===== src/rtl/cdb_slot_scheduler.sv =====
// Issue-time CDB writeback slot reservation scheduler for fixed-latency FUs.
// Optional macro CDB_DENY_CNT_EN enables the saturating denied-request counter.
module cdb_slot_scheduler #(
    parameter int                  NUM_FU  = 3,
    parameter int                  MAX_LAT = 8,
    parameter logic [4*NUM_FU-1:0] LAT_VEC = {4'd3, 4'd3, 4'd1}
) (
    input  logic              clk,
    input  logic              rst,
    input  logic              stall_i,
    input  logic              flush_i,
    input  logic [NUM_FU-1:0] iss_req,
    output logic [NUM_FU-1:0] iss_gnt,
    output logic [NUM_FU-1:0] fu_sel,
    output logic              cdb_valid,
    output logic [15:0]       deny_cnt
);

    localparam int PW = (NUM_FU > 1) ? $clog2(NUM_FU) : 1;

    // Each slot stores its owner one-hot; an all-zero entry is an invalid slot.
    logic [NUM_FU-1:0] slot_q [MAX_LAT];
    logic [NUM_FU-1:0] slot_d [MAX_LAT];
    logic [3:0]        lat_s  [NUM_FU];
    logic [NUM_FU-1:0] free_s;
    logic [NUM_FU-1:0] gnt_s;
    logic [15:0]       taken_s;
    logic              hit_s;
    logic              found_s;
    logic              run_s;
    logic [PW-1:0]     rr_q;
    logic [PW-1:0]     rr_d;

    for (genvar i = 0; i < NUM_FU; i++) begin : g_fu
        localparam int LI = int'(LAT_VEC[4*i +: 4]);
        if ((LI < 1) || (LI > MAX_LAT)) begin : g_lat_bad
            $error("cdb_slot_scheduler: FU latency out of range 1..MAX_LAT");
        end
        assign lat_s[i] = LAT_VEC[4*i +: 4];
    end

    assign run_s     = rst & ~stall_i & ~flush_i;
    assign iss_gnt   = gnt_s;
    assign fu_sel    = slot_q[0];
    assign cdb_valid = |slot_q[0];

    // Target-slot availability in the pre-shift table; slot[MAX_LAT] is always free.
    always_comb begin
        free_s = '1;
        for (int i = 0; i < NUM_FU; i++) begin
            for (int k = 1; k < MAX_LAT; k++) begin
                if ((int'(lat_s[i]) == k) && (|slot_q[k])) begin
                    free_s[i] = 1'b0;
                end else begin
                    free_s[i] = free_s[i];
                end
            end
        end
    end

    // Round-robin grant: walk FUs in priority order, one winner per latency group.
    always_comb begin
        gnt_s   = '0;
        taken_s = 16'h0000;
        hit_s   = 1'b0;
        found_s = 1'b0;
        rr_d    = rr_q;
        if (run_s) begin
            for (int o = 0; o < NUM_FU; o++) begin
                for (int i = 0; i < NUM_FU; i++) begin
                    hit_s = (i == ((int'(rr_q) + o) % NUM_FU)) & iss_req[i]
                            & free_s[i] & ~taken_s[lat_s[i]];
                    gnt_s[i]          = gnt_s[i] | hit_s;
                    taken_s[lat_s[i]] = taken_s[lat_s[i]] | hit_s;
                    if (hit_s && !found_s) begin
                        found_s = 1'b1;
                        rr_d    = PW'((i + 1) % NUM_FU);
                    end else begin
                        found_s = found_s;
                    end
                end
            end
        end else begin
            gnt_s = '0;
        end
    end

    // Next table: flush clears, stall holds, otherwise shift and insert grants.
    always_comb begin
        slot_d = slot_q;
        if (flush_i) begin
            for (int k = 0; k < MAX_LAT; k++) begin
                slot_d[k] = '0;
            end
        end else if (!stall_i) begin
            for (int k = 0; k < MAX_LAT - 1; k++) begin
                slot_d[k] = slot_q[k+1];
            end
            slot_d[MAX_LAT-1] = '0;
            for (int k = 0; k < MAX_LAT; k++) begin
                for (int i = 0; i < NUM_FU; i++) begin
                    if (gnt_s[i] && (int'(lat_s[i]) == (k + 1))) begin
                        slot_d[k][i] = 1'b1;
                    end else begin
                        slot_d[k][i] = slot_d[k][i];
                    end
                end
            end
        end else begin
            slot_d = slot_q;
        end
    end

    // Reservation table and round-robin pointer registers.
    always_ff @(posedge clk or negedge rst) begin
        if (!rst) begin
            for (int k = 0; k < MAX_LAT; k++) begin
                slot_q[k] <= '0;
            end
            rr_q <= '0;
        end else begin
            slot_q <= slot_d;
            rr_q   <= rr_d;
        end
    end

`ifdef CDB_DENY_CNT_EN
    logic [15:0] deny_q;
    logic [15:0] deny_d;
    logic [16:0] dsum_s;

    function automatic logic [15:0] popcnt(input logic [NUM_FU-1:0] v);
        logic [15:0] c;
        c = 16'd0;
        for (int j = 0; j < NUM_FU; j++) begin
            c = c + {15'd0, v[j]};
        end
        return c;
    endfunction

    // Saturating accumulation of denied requests in non-stalled, non-flushed cycles.
    always_comb begin
        dsum_s = {1'b0, deny_q} + {1'b0, popcnt(iss_req & ~gnt_s)};
        if (run_s) begin
            deny_d = dsum_s[16] ? 16'hFFFF : dsum_s[15:0];
        end else begin
            deny_d = deny_q;
        end
    end

    // Deny counter register, cleared only by reset.
    always_ff @(posedge clk or negedge rst) begin
        if (!rst) begin
            deny_q <= 16'h0000;
        end else begin
            deny_q <= deny_d;
        end
    end

    assign deny_cnt = deny_q;
`else
    assign deny_cnt = 16'h0000;
`endif

endmodule


===== config.mk =====
export PLATFORM = sky130hd
export DESIGN_NAME = cdb_slot_scheduler
export DESIGN_NICKNAME = d
export VERILOG_FILES = /design/src/rtl/cdb_slot_scheduler.sv
export SDC_FILE = /design/constraint.sdc
export NUM_CORES = 1
export LEC_CHECK = 0
export ABC_AREA = 1
export ABC_CLOCK_PERIOD_IN_PS = 2000
export BUFFER_PORTS_ARGS = -buffer_cell sky130_fd_sc_hd__buf_2
export CORE_MARGIN = 3
export CORE_UTILIZATION = 47
export DETAILED_ROUTE_END_ITERATION = 10
export PLACE_DENSITY_LB_ADDON = 0.15
export RECOVER_POWER = 50
export SLEW_MARGIN = 15
export SYNTH_ARGS = -nofsm -noshare
export SYNTH_HDL_FRONTEND = slang
export SYNTH_SLANG_ARGS = --single-unit

===== constraint.sdc =====
create_clock -name clk -period 2 [get_ports clk]
set_input_delay 0.1 -clock clk [delete_from_list [all_inputs] [get_ports clk]]
set_output_delay 0.1 -clock clk [all_outputs]
set_load 0.05 [all_outputs]

==> results of run 1 <==
[path summary, 6_finish.rpt]
path | start | endpoint | slack [ns] | cells after the start
worst max-delay path | rr_q[0] | iss_gnt[2] | 0.12 | 8
worst min-delay path | stall_i | slot_q[20] | 0.12 | 3
worst max register to register | rr_q[0] | rr_q[0] | 0.29 | 12
min in group asynchronous | rst | fu_sel[2] | 0.22 | 2
worst min register to register | rr_q[0] | rr_q[0] | 0.51 | 2
max in group asynchronous | rst | slot_q[20] | 1.59 | 2
[final cells by class]
cell class                      instances  area (um2)
Tap cell                               15        18.8
Inverter                               22        82.6
Sequential cell                         9         225
Clock buffer                            4        26.3
Fill cell                             141         569
Timing Repair Buffer                   14        87.6
Multi-Input combinational cell         79         405
[tightest hold or removal path, delay by kind of cell]
| kind | cells | cell delay (ns) |
|---|---|---|
| AOI/OAI and AO/OA | 1 | 0.07 |
| buffers and inverters | 1 | 0.10 |
| and+or+nand+nor | 1 | 0.07 |
[cells by family (layout without fill, tap and decap cells)]
| group | Yosys count | after routing | synth area share [%] |
|---|---|---|---|
| AOI/OAI and AO/OA | 11 | 11 | 8.63 |
| adders and majority gates | 2 | 2 | 3.26 |
| buffers and inverters | 41 | 40 | 29.3 |
| DFF | 9 | 9 | 29.3 |
| other | 1 | 16 | 0.488 |
| and+or+nand+nor | 50 | 50 | 29.0 |
[synthesized netlist by cell type]
master | number | share of area (%)
nand2_1 | 25 | 12
inv_1 | 20 | 9.8
buf_4 | 19 | 19
nand3_1 | 10 | 6.5
dfrtp_1 | 9 | 29
nor2_1 | 6 | 2.9
nand2_2 | 4 | 3.3
o21ai_0 | 4 | 2.6
nor2_2 | 3 | 2.4
o21bai_1 | 3 | 2.9
ha_1 | 2 | 3.3
inv_2 | 2 | 0.98
nand4_1 | 2 | 1.6
o22ai_1 | 2 | 1.6
a21oi_1 | 1 | 0.65
a31oi_1 | 1 | 0.81
conb_1 | 1 | 0.49
[sequential cells by signal, indices dropped and copies added, names as in the netlist]
register  flops
slot_q        4
rr_q          2
fu_sel        3
[power groups by stage]
stage	clock, mW	combinational, mW	sequential (mW)
after floorplan	0	0.497	0.230
after global placement	0	0.556	0.233
after detailed placement	0	0.561	0.234
after CTS	0.143	0.567	0.231
after global routing	0.159	0.686	0.234
final	0.138	0.608	0.231
[per-layer routing]
metal / vias to the layer above / GRT usage, % / wire length, um
li1: 343 / - / -
met1: 291 / 19.4 / 655
met2: 28 / 26.4 / 632
met3: 4 / 5.86 / 109
met4: 0 / 5.11 / 19
met5: - / 0 / 0
[stage by stage]
step	setup TNS [ns]	utilization, %	std cells	hold slack, ns
2_1_floorplan	0	-	129	-0.196
3_3_place_gp	0	54.8	138	-0.0338
3_5_place_dp	0	54.8	138	-0.0305
4_1_cts	0	57.6	143	0.113
5_1_grt	-0.0183	59.8	143	0.122
6_report	0	59.8	143	0.115
[timing repair]
action | CTS | global route
resized for setup | 1 | 8
hold buffers | 1 | 0
gates cloned | 0 | 0
endpoints found under the hold margin | 9 | 0
pin swaps | 0 | 2
endpoints found under the setup margin | 1 | 2
==> reports/qor.tcl, run 1 <==
set qor(status) {finished clean}
set qor(cts.htree.levels) 1
set qor(min-delay-path-class) {input port to flip-flop}
set qor(setup_viol) 0
set qor(io_pins) 30
set qor(area_growth_syn_to_layout_pct) 10.1
set qor(drv_slew) 0
set qor(timing.fmax_ghz) 0.531
set qor(drv_cap) 0
set qor(yosys_register_bits) 9
set qor(period_minus_slack_ns) 1.88
set qor(cts-root-buf) {clkbuf_4}
set qor(slowest_stage_cell_crit_path) {dfrtp_1}
set qor(num_antenna_cells) 0
set qor(crit_path_max_fanout) 3
set qor(synth_area_um2) 768
set qor(floorplan.die_area_um2) 2160
set qor(routed-via-count) 666
set qor(tritoncts.num_buffers) 3
set qor(layout.cells.most_common) {nand2_1}
set qor(timing.critical_path.arrival_ns) 1.78
set qor(ys_seq_area_share_pct) 29.3
set qor(routed_wirelength_um) 1420
set qor(clock_buffer_depth) 2
set qor(numPortBuffers) 13
set qor(cp_num_buf_inv) 3
set qor(die_h_um) 46.4
set qor(overflow) 0
set qor(ys.warnings.count) 0
set qor(netlist-cell-type-count) 17
set qor(final_hold_violation_count) 0
set qor(fin_crit_sh_pct) 94.2
set qor(gp_congestion) 0.825
set qor(seq_power_share_pct) 23.6
set qor(total_leakage_power_nw) 0.514
set qor(grtUsageTotal_pct) 16.1
set qor(comb_power_share_pct) 62.2
set qor(timing.setup.critical_path_class) {flip-flop to output pin}
set qor(clock_pin_transition_on_the_worst_setup_and_hold_timing_paths_ns) 0.06
set qor(timing.clock.skew_ns) 0.00114
set qor(internal_power_mw) 0.471
set qor(postCtsSetupBuffers) 0
set qor(net_switching_power_figure_mw) 0.506
set qor(post_route_drc_violation_count) 0
set qor(drt_pre_antenna_iters) 4
set qor(timing.critical_path.cells) {inv_1 -> ha_1 -> nand2_2 -> inv_2 -> nor2_4 -> nand3_2 -> a31oi_4 -> buf_6}
set qor(final_layout_size_suffix_gt1_share_pct) 22.7
set qor(antenna_violations_before_repair) 0
set qor(timing.critical_path.required_ns) 1.90
set qor(route.detailed.wl_per_inst_um) 9.90
set qor(grt_start_max_net_pins) 11
set qor(cp_top_family) {flip-flops}
set qor(cts.sinks) 9
set qor(netSwitchingFraction_pct) 51.8
set qor(floorplan.initialDensity_pct) 54.3
set qor(finish.net_count) 138
set qor(rows) 13
set qor(power.total_mw) 0.977
set qor(first_iter_violations) 10
set qor(syn_area_per_cell_um2) 6.74
set qor(postLayoutCellArea_um2) 846
set qor(critical_path.startpoint_type) {flip-flop}
set qor(setup_slack_ns) 0.116
set qor(clk-insertion-delay-late_ns) 0.26
set qor(p_clk_share_pct) 14.2
set qor(place_ws_ns) 0.287
set qor(hpwlAfterDp_um) 1150
set qor(grt_pass1_wl_um) 2430
set qor(detailed_place.area_um2) 776
set qor(cts_tree) {built}
set qor(cells_after_synthesis) 114
set qor(post_drt_via_cell_ratio) 4.66
set qor(via_count_of_the_first_global_routing_pass) 623
set qor(timing.critical_path.to_type) {output pin}
set qor(chipWidth_um) 46.4
set qor(critical-path-max-stage-delay_ns) 0.36
set qor(power.density_cell_area_nw_per_um2) 1150
set qor(most-common-layout-cells) {nand2_1 (24), inv_1 (20), conb_1 (16)}
set qor(design.core.area_um2) 1420
set qor(detail-route-antenna-nets) 0
set qor(power.ir.vdd_worst_mv) 0.541
Note: power is estimated with default switching activity, not from simulation.
==> inputs of run 2 (changes only) <==
--- a/config.mk
+++ b/config.mk
@@ -11,6 +11,7 @@
 export CORE_MARGIN = 3
 export CORE_UTILIZATION = 47
 export DETAILED_ROUTE_END_ITERATION = 10
+export GPL_TIMING_DRIVEN = 0
 export PLACE_DENSITY_LB_ADDON = 0.15
 export RECOVER_POWER = 50
 export SLEW_MARGIN = 15
==> run 2 against run 1 <==
Fmax down 1.8%. Clock-buffer cell count is the same. Setup slack worse by 0.035 ns. Critical endpoint unchanged. Largest power group unchanged.
==> reports/qor.tcl, run 2 (synthesized netlist as in run 1, its figures left out) <==
set qor(status) {finished clean}
set qor(power.density_cell_area_nw_per_um2) 1020
set qor(max_flop_register) {slot_q}
set qor(timing.setup.tns_ns) 0
set qor(post_route_drc_violation_count) 0
set qor(clock_buffer_depth) 2
set qor(numPortBuffers) 13
set qor(detail-route-antenna-nets) 0
set qor(fin_crit_sh_pct) 95.9
set qor(r2r.worst_path.cells) 11
set qor(period_minus_slack_ns) 1.92
set qor(timing.critical_path.required_ns) 1.90
set qor(total_leakage_power_nw) 0.617
set qor(setup_viol) 0
set qor(routed_wirelength_um) 1480
set qor(area_growth_syn_to_layout_pct) 28.5
set qor(dpl.cell_count) 157
set qor(slowest_stage_cell_crit_path) {dfrtp_1}
set qor(drv_slew) 0
set qor(clk-insertion-delay-late_ns) 0.26
set qor(clock_pin_transition_on_the_worst_setup_and_hold_timing_paths_ns) 0.06
set qor(timing.setup.critical_path_class) {flip-flop to output pin}
set qor(multi_input_comb_area_um2) 408
set qor(routed-via-count) 707
set qor(hpwlAfterDp_um) 1210
set qor(critical_path.startpoint_type) {flip-flop}
set qor(setup_slack_ns) 0.0811
set qor(die_h_um) 46.4
set qor(worstHoldEndpoint) {slot_q[20]}
set qor(floorplan.die_area_um2) 2160
set qor(first_iter_violations) 23
set qor(route.detailed.wl_per_inst_um) 9.15
set qor(rows) 13
set qor(fillerInstances) 130
set qor(io_pins) 30
set qor(min-delay-path-class) {input port to flip-flop}
set qor(timing.critical_path.cells) {inv_1 -> ha_1 -> nand2_1 -> inv_2 -> nor2_4 -> nand3_2 -> a31oi_4 -> buf_6}
set qor(power.ir.vdd_worst_mv) 0.590
set qor(r2r_end) {rr_q[1]}
set qor(floorplan.initialDensity_pct) 54.3
set qor(drv_cap) 0
set qor(num_antenna_cells) 0
set qor(timing.hold.worst.start) {stall_i}
set qor(timing.critical_path.to_type) {output pin}
set qor(stdcell_count) 162
set qor(cts-root-buf) {clkbuf_4}
set qor(chipWidth_um) 46.4
set qor(finish.net_count) 157
set qor(timing.clock.skew_ns) 0.000339
set qor(timing.hold.ws_ns) 0.107
set qor(overflow) 0
set qor(most-common-layout-cells) {nand2_1 (25), inv_1 (20), buf_4 (20)}
set qor(antenna_violations_before_repair) 0
set qor(post_drt_via_cell_ratio) 4.36
set qor(critical-path-max-stage-delay_ns) 0.38
set qor(drt_pre_antenna_iters) 4
set qor(final_layout_size_suffix_gt1_share_pct) 32.7
set qor(design.core.area_um2) 1420
set qor(worstReg2RegStart) {rr_q[0]}
set qor(timing.fmax_ghz) 0.521
set qor(largest_register_ffs) 4
set qor(cts.sinks) 9
set qor(grt_pass1_wl_um) 2470
set qor(grtUsageTotal_pct) 16.2
set qor(seqCellArea_um2) 225
set qor(crit_path_max_fanout) 3
set qor(gp_congestion) 0.721
set qor(final_hold_violation_count) 0
set qor(layout.cells.most_common) {nand2_1}
set qor(via_count_of_the_first_global_routing_pass) 614
set qor(whs_path_depth) 3
set qor(cts_tree) {built}
set qor(place_ws_ns) 0.260
set qor(tritoncts.num_buffers) 3
set qor(grt_start_max_net_pins) 11
set qor(timing.critical_path.arrival_ns) 1.82
set qor(cts.htree.levels) 1
set qor(reg2reg_setup_slack_ns) 0.31
-- run 2: how the worst max path moves through the flow --
stage                  from    endpoint  slack, ns  cells past startpoint
floorplan           rr_q[0]  slot_q[17]       0.12                      8
global placement    rr_q[0]  iss_gnt[2]       0.26                      8
detailed placement  rr_q[0]  iss_gnt[2]       0.26                      8
CTS                 rr_q[0]  iss_gnt[1]       0.01                      8
global route        rr_q[0]  iss_gnt[2]      -0.03                      8
finish              rr_q[0]  iss_gnt[2]       0.08                      8
-- run 2: report_power, final --
part / total [mW] / leakage [nW] / switching [mW] / internal (mW)
registers: 0.233 / 0.122 / 0.0211 / 0.212
logic: 0.634 / 0.480 / 0.427 / 0.207
clock network: 0.140 / 0.0150 / 0.0633 / 0.0769
total: 1.01 / 0.617 / 0.512 / 0.495
-- run 2: through the flow --
stage	util, %	total power [mW]	cell area [um2]
final	69.8	1.01	987
after global routing	69.8	1.11	987
after CTS	67.6	0.970	957
after detailed placement	64.9	0.823	918
after global placement	64.9	0.812	918
after floorplan	-	0.727	835
-- run 2: what timing repair did --
item	4_1_cts	5_1_grt
hold endpoints to repair	9	0
gates resized for setup	1	7
setup endpoints to repair	1	2
hold buffers	1	0
setup buffers	0	0
pin swaps	0	0
-- run 2: cell type report --
cell class              instances  share of cell area, %
plain buffers                  19                   14.4
clock buffers                   4                   2.66
inverters                      22                   8.37
multi-input cells              79                   41.3
flip-flops and latches          9                   22.8
well taps                      15                   1.90
repair buffers                 14                   8.49
-- run 2: worst max-delay path: cells and delay by family, from the launching register on --
kind | cells | cell delay (ns)
simple gates | 3 | 0.37
fa+ha+maj | 1 | 0.32
flops | 1 | 0.38
buf+inv | 3 | 0.29
compound gates | 1 | 0.19
-- run 2: layer usage --
metal  global-route usage, %  vias to the layer above  share of wire, %
li1                        -                      384                 -
met1                    19.2                      291                44
met2                    25.5                       30                46
met3                    6.64                        2               9.5
met4                    6.82                        0              0.88
met5                       0                        -                 0
==> inputs of run 3 (changes only) <==
--- a/config.mk
+++ b/config.mk
@@ -5,11 +5,10 @@
 export SDC_FILE = /design/constraint.sdc
 export NUM_CORES = 1
 export LEC_CHECK = 0
-export ABC_AREA = 1
 export ABC_CLOCK_PERIOD_IN_PS = 2000
 export BUFFER_PORTS_ARGS = -buffer_cell sky130_fd_sc_hd__buf_2
 export CORE_MARGIN = 3
-export CORE_UTILIZATION = 47
+export CORE_UTILIZATION = 45
 export DETAILED_ROUTE_END_ITERATION = 10
 export GPL_TIMING_DRIVEN = 0
 export PLACE_DENSITY_LB_ADDON = 0.15
==> run 3 against run 2 <==
Core utilization shrank 6.9 points. Setup slack improved by 0.011 ns. Sequential share of layout area is 3.4 points higher. Area after synthesis fell by 11%. Fmax increased by 0.58%. Design area fell by 13%. Routed wire length decreased by 18%. Non-clock buffer count stayed put. Combinational power shrank 33%. Critical path type unchanged.
==> reports/qor.tcl, run 3 <==
set qor(total_leakage_power_nw) 0.502
set qor(rsz_0062_raised_after_global_routing) {no}
set qor(min-delay-path-class) {input port to flip-flop}
set qor(synth-edff-count) 0
set qor(power.ir.vdd_worst_mv) 0.530
set qor(timing.clock.skew_ns) 0.00292
set qor(slowest_stage_cell_crit_path) {or3_4}
set qor(hpwlAfterDp_um) 986
set qor(yosys_register_bits) 9
set qor(cells_after_synthesis) 71
set qor(overflow) 0
set qor(cts-root-buf) {clkbuf_4}
set qor(cts_tree) {built}
set qor(drt_pre_antenna_iters) 4
set qor(rows) 13
set qor(cts.sinks) 9
set qor(synth_area_leaders) {dfrtp_1 (33%), buf_4 (21%), mux2i_1 (5.9%)}
set qor(fin_crit_sh_pct) 95.4
set qor(synth_top_area_share_pct) 33.0
set qor(clock_pin_transition_on_the_worst_setup_and_hold_timing_paths_ns) 0.06
set qor(clock_buffer_depth) 2
set qor(setup_viol) 0
set qor(gp_congestion) 0.789
set qor(final_hold_violation_count) 0
set qor(area_growth_syn_to_layout_pct) 25.6
set qor(cts.htree.levels) 1
set qor(grt_start_max_net_pins) 11
set qor(timing.critical_path.to_type) {output pin}
set qor(timing.critical_path.arrival_ns) 1.81
set qor(timing.fmax_ghz) 0.524
set qor(route.detailed.wl_per_inst_um) 10.3
set qor(synth_flop_cell) {dfrtp_1}
set qor(drv_cap) 0
set qor(timing.setup.tns_ns) 0
set qor(synth_top_area_cell) {dfrtp_1}
set qor(async_reset_ff_share_pct) 100
set qor(max_flop_register) {slot_q}
set qor(post_drt_via_cell_ratio) 4.37
set qor(critical_path.startpoint_type) {flip-flop}
set qor(timing.critical_path.cells) {inv_1 -> ha_1 -> or3_4 -> and3_4 -> buf_2}
set qor(period_minus_slack_ns) 1.91
set qor(ys.warnings.count) 0
set qor(most-common-layout-cells) {buf_4 (19), conb_1 (16), buf_2 (12)}
set qor(clk-insertion-delay-late_ns) 0.26
set qor(chipWidth_um) 45.0
set qor(layout.cells.most_common) {buf_4}
set qor(floorplan.initialDensity_pct) 50.0
set qor(final_layout_size_suffix_gt1_share_pct) 40.8
set qor(ys_top_cells_by_count) {buf_4 (19), dfrtp_1 (9), nor2_1 (7), mux2i_1 (4)}
set qor(syn_area_per_cell_um2) 9.62
set qor(netlist-cell-type-count) 30
set qor(grtUsageTotal_pct) 12.3
set qor(timing.critical_path.required_ns) 1.90
set qor(finish.net_count) 113
set qor(first_iter_violations) 5
set qor(yosys.cell_count.top_type) {buf_4}
set qor(tritoncts.num_buffers) 3
set qor(numPortBuffers) 12
set qor(die_h_um) 45.0
set qor(num_antenna_cells) 0
set qor(post_route_drc_violation_count) 0
set qor(status) {finished clean}
set qor(via_count_of_the_first_global_routing_pass) 438
set qor(drv_slew) 0
set qor(antenna_violations_before_repair) 0
set qor(detail-route-antenna-nets) 0
set qor(largest_register_ffs) 4
set qor(critical-path-max-stage-delay_ns) 0.40
set qor(final_util_pct) 62.8
set qor(floorplan.die_area_um2) 2020
set qor(crit_path_max_fanout) 5
set qor(routed-via-count) 516
set qor(fillerInstances) 122
set qor(io_pins) 30
set qor(design.core.area_um2) 1370
set qor(synth_area_um2) 683
set qor(routed_wirelength_um) 1220
set qor(grt_pass1_wl_um) 1770
set qor(power.density_cell_area_nw_per_um2) 919
set qor(ys_seq_area_share_pct) 33.0
set qor(timing.setup.critical_path_class) {flip-flop to output pin}
## run 3: cell types whose count changed in the layout (fill, tap and decap cells not counted), sizes merged, moves of 3 or more
cell	delta
inv	-19
mux2i	+4
nand2	-26
nand3	-9
o21ai	-3
## run 3: layer usage
layer  up-vias  GRT usage (%)  share of wire, %
met5         -              0                 0
met4         0           5.26                 0
met2        22           19.2                48
li1        272              -                 -
met1       222           13.9                43
met3         0           6.37               9.5
## run 3: cell families (layout without fill, tap and decap cells)
| kind of cell | after synthesis | in the layout | share of synthesized area (%) |
|---|---|---|---|
| muxes | 4 | 4 | 5.86 |
| other | 1 | 16 | 0.549 |
| buffers and inverters | 23 | 40 | 24.2 |
| and+or+nand+nor | 21 | 21 | 20.1 |
| DFF | 9 | 9 | 33.0 |
| AOI/OAI and AO/OA | 11 | 11 | 12.6 |
| adders and majority gates | 2 | 2 | 3.66 |
## run 3: repair_timing
action | in CTS | in global routing
endpoints found under the hold margin | 9 | 0
setup buffers | 0 | 0
setup endpoints to repair | 0 | 1
hold buffers | 1 | 0
gates resized for setup | 0 | 1
## run 3: worst paths after layout
kind	from	to	slack, ns	cells past startpoint
max	rr_q[0]	iss_gnt[0]	0.09	5
min	flush_i	slot_q[19]	0.10	2
max reg2reg	rr_q[0]	fu_sel[0]	0.40	5
min reg2reg	slot_q[16]	slot_q[16]	0.48	2
max in group asynchronous	rst	slot_q[20]	1.58	2
min in group asynchronous	rst	slot_q[16]	0.23	2
## run 3: through the flow
step           power (mW)  instances  area, um2  worst slack [ns]  hold slack (ns)
2_1_floorplan       0.578         86        739             0.357           -0.196
3_3_place_gp        0.634        113        818             0.375          -0.0332
3_5_place_dp        0.642        113        818             0.369          -0.0305
4_1_cts             0.784        118        855            0.0778           0.0906
5_1_grt             0.853        118        858           0.00923           0.0855
6_report            0.789        118        858            0.0922            0.104
## run 3: worst max-delay path, delay by kind of cell (launching register included)
family        cells  cell delay, ns
fa+ha+maj         1            0.33
buf+inv           2            0.25
flops             1            0.37
simple gates      2            0.59
## run 3: cell type report
| class | count | area (um2) | area share [%] |
|---|---|---|---|
| plain buffers | 20 | 154 | 17.9 |
| clock buffers | 4 | 26.3 | 3.06 |
| inverters | 3 | 11.3 | 1.31 |
| multi-input cells | 54 | 353 | 41.1 |
| flip-flops and latches | 9 | 225 | 26.2 |
| well taps | 15 | 18.8 | 2.19 |
| repair buffers | 13 | 70.1 | 8.16 |
## run 3: power breakdown
| part | switching [mW] | internal, mW | total [mW] |
|---|---|---|---|
| Clock | 0.0590 | 0.0766 | 0.136 |
| Sequential | 0.0191 | 0.208 | 0.227 |
| Combinational | 0.253 | 0.174 | 0.426 |
| Total | 0.331 | 0.458 | 0.789 |
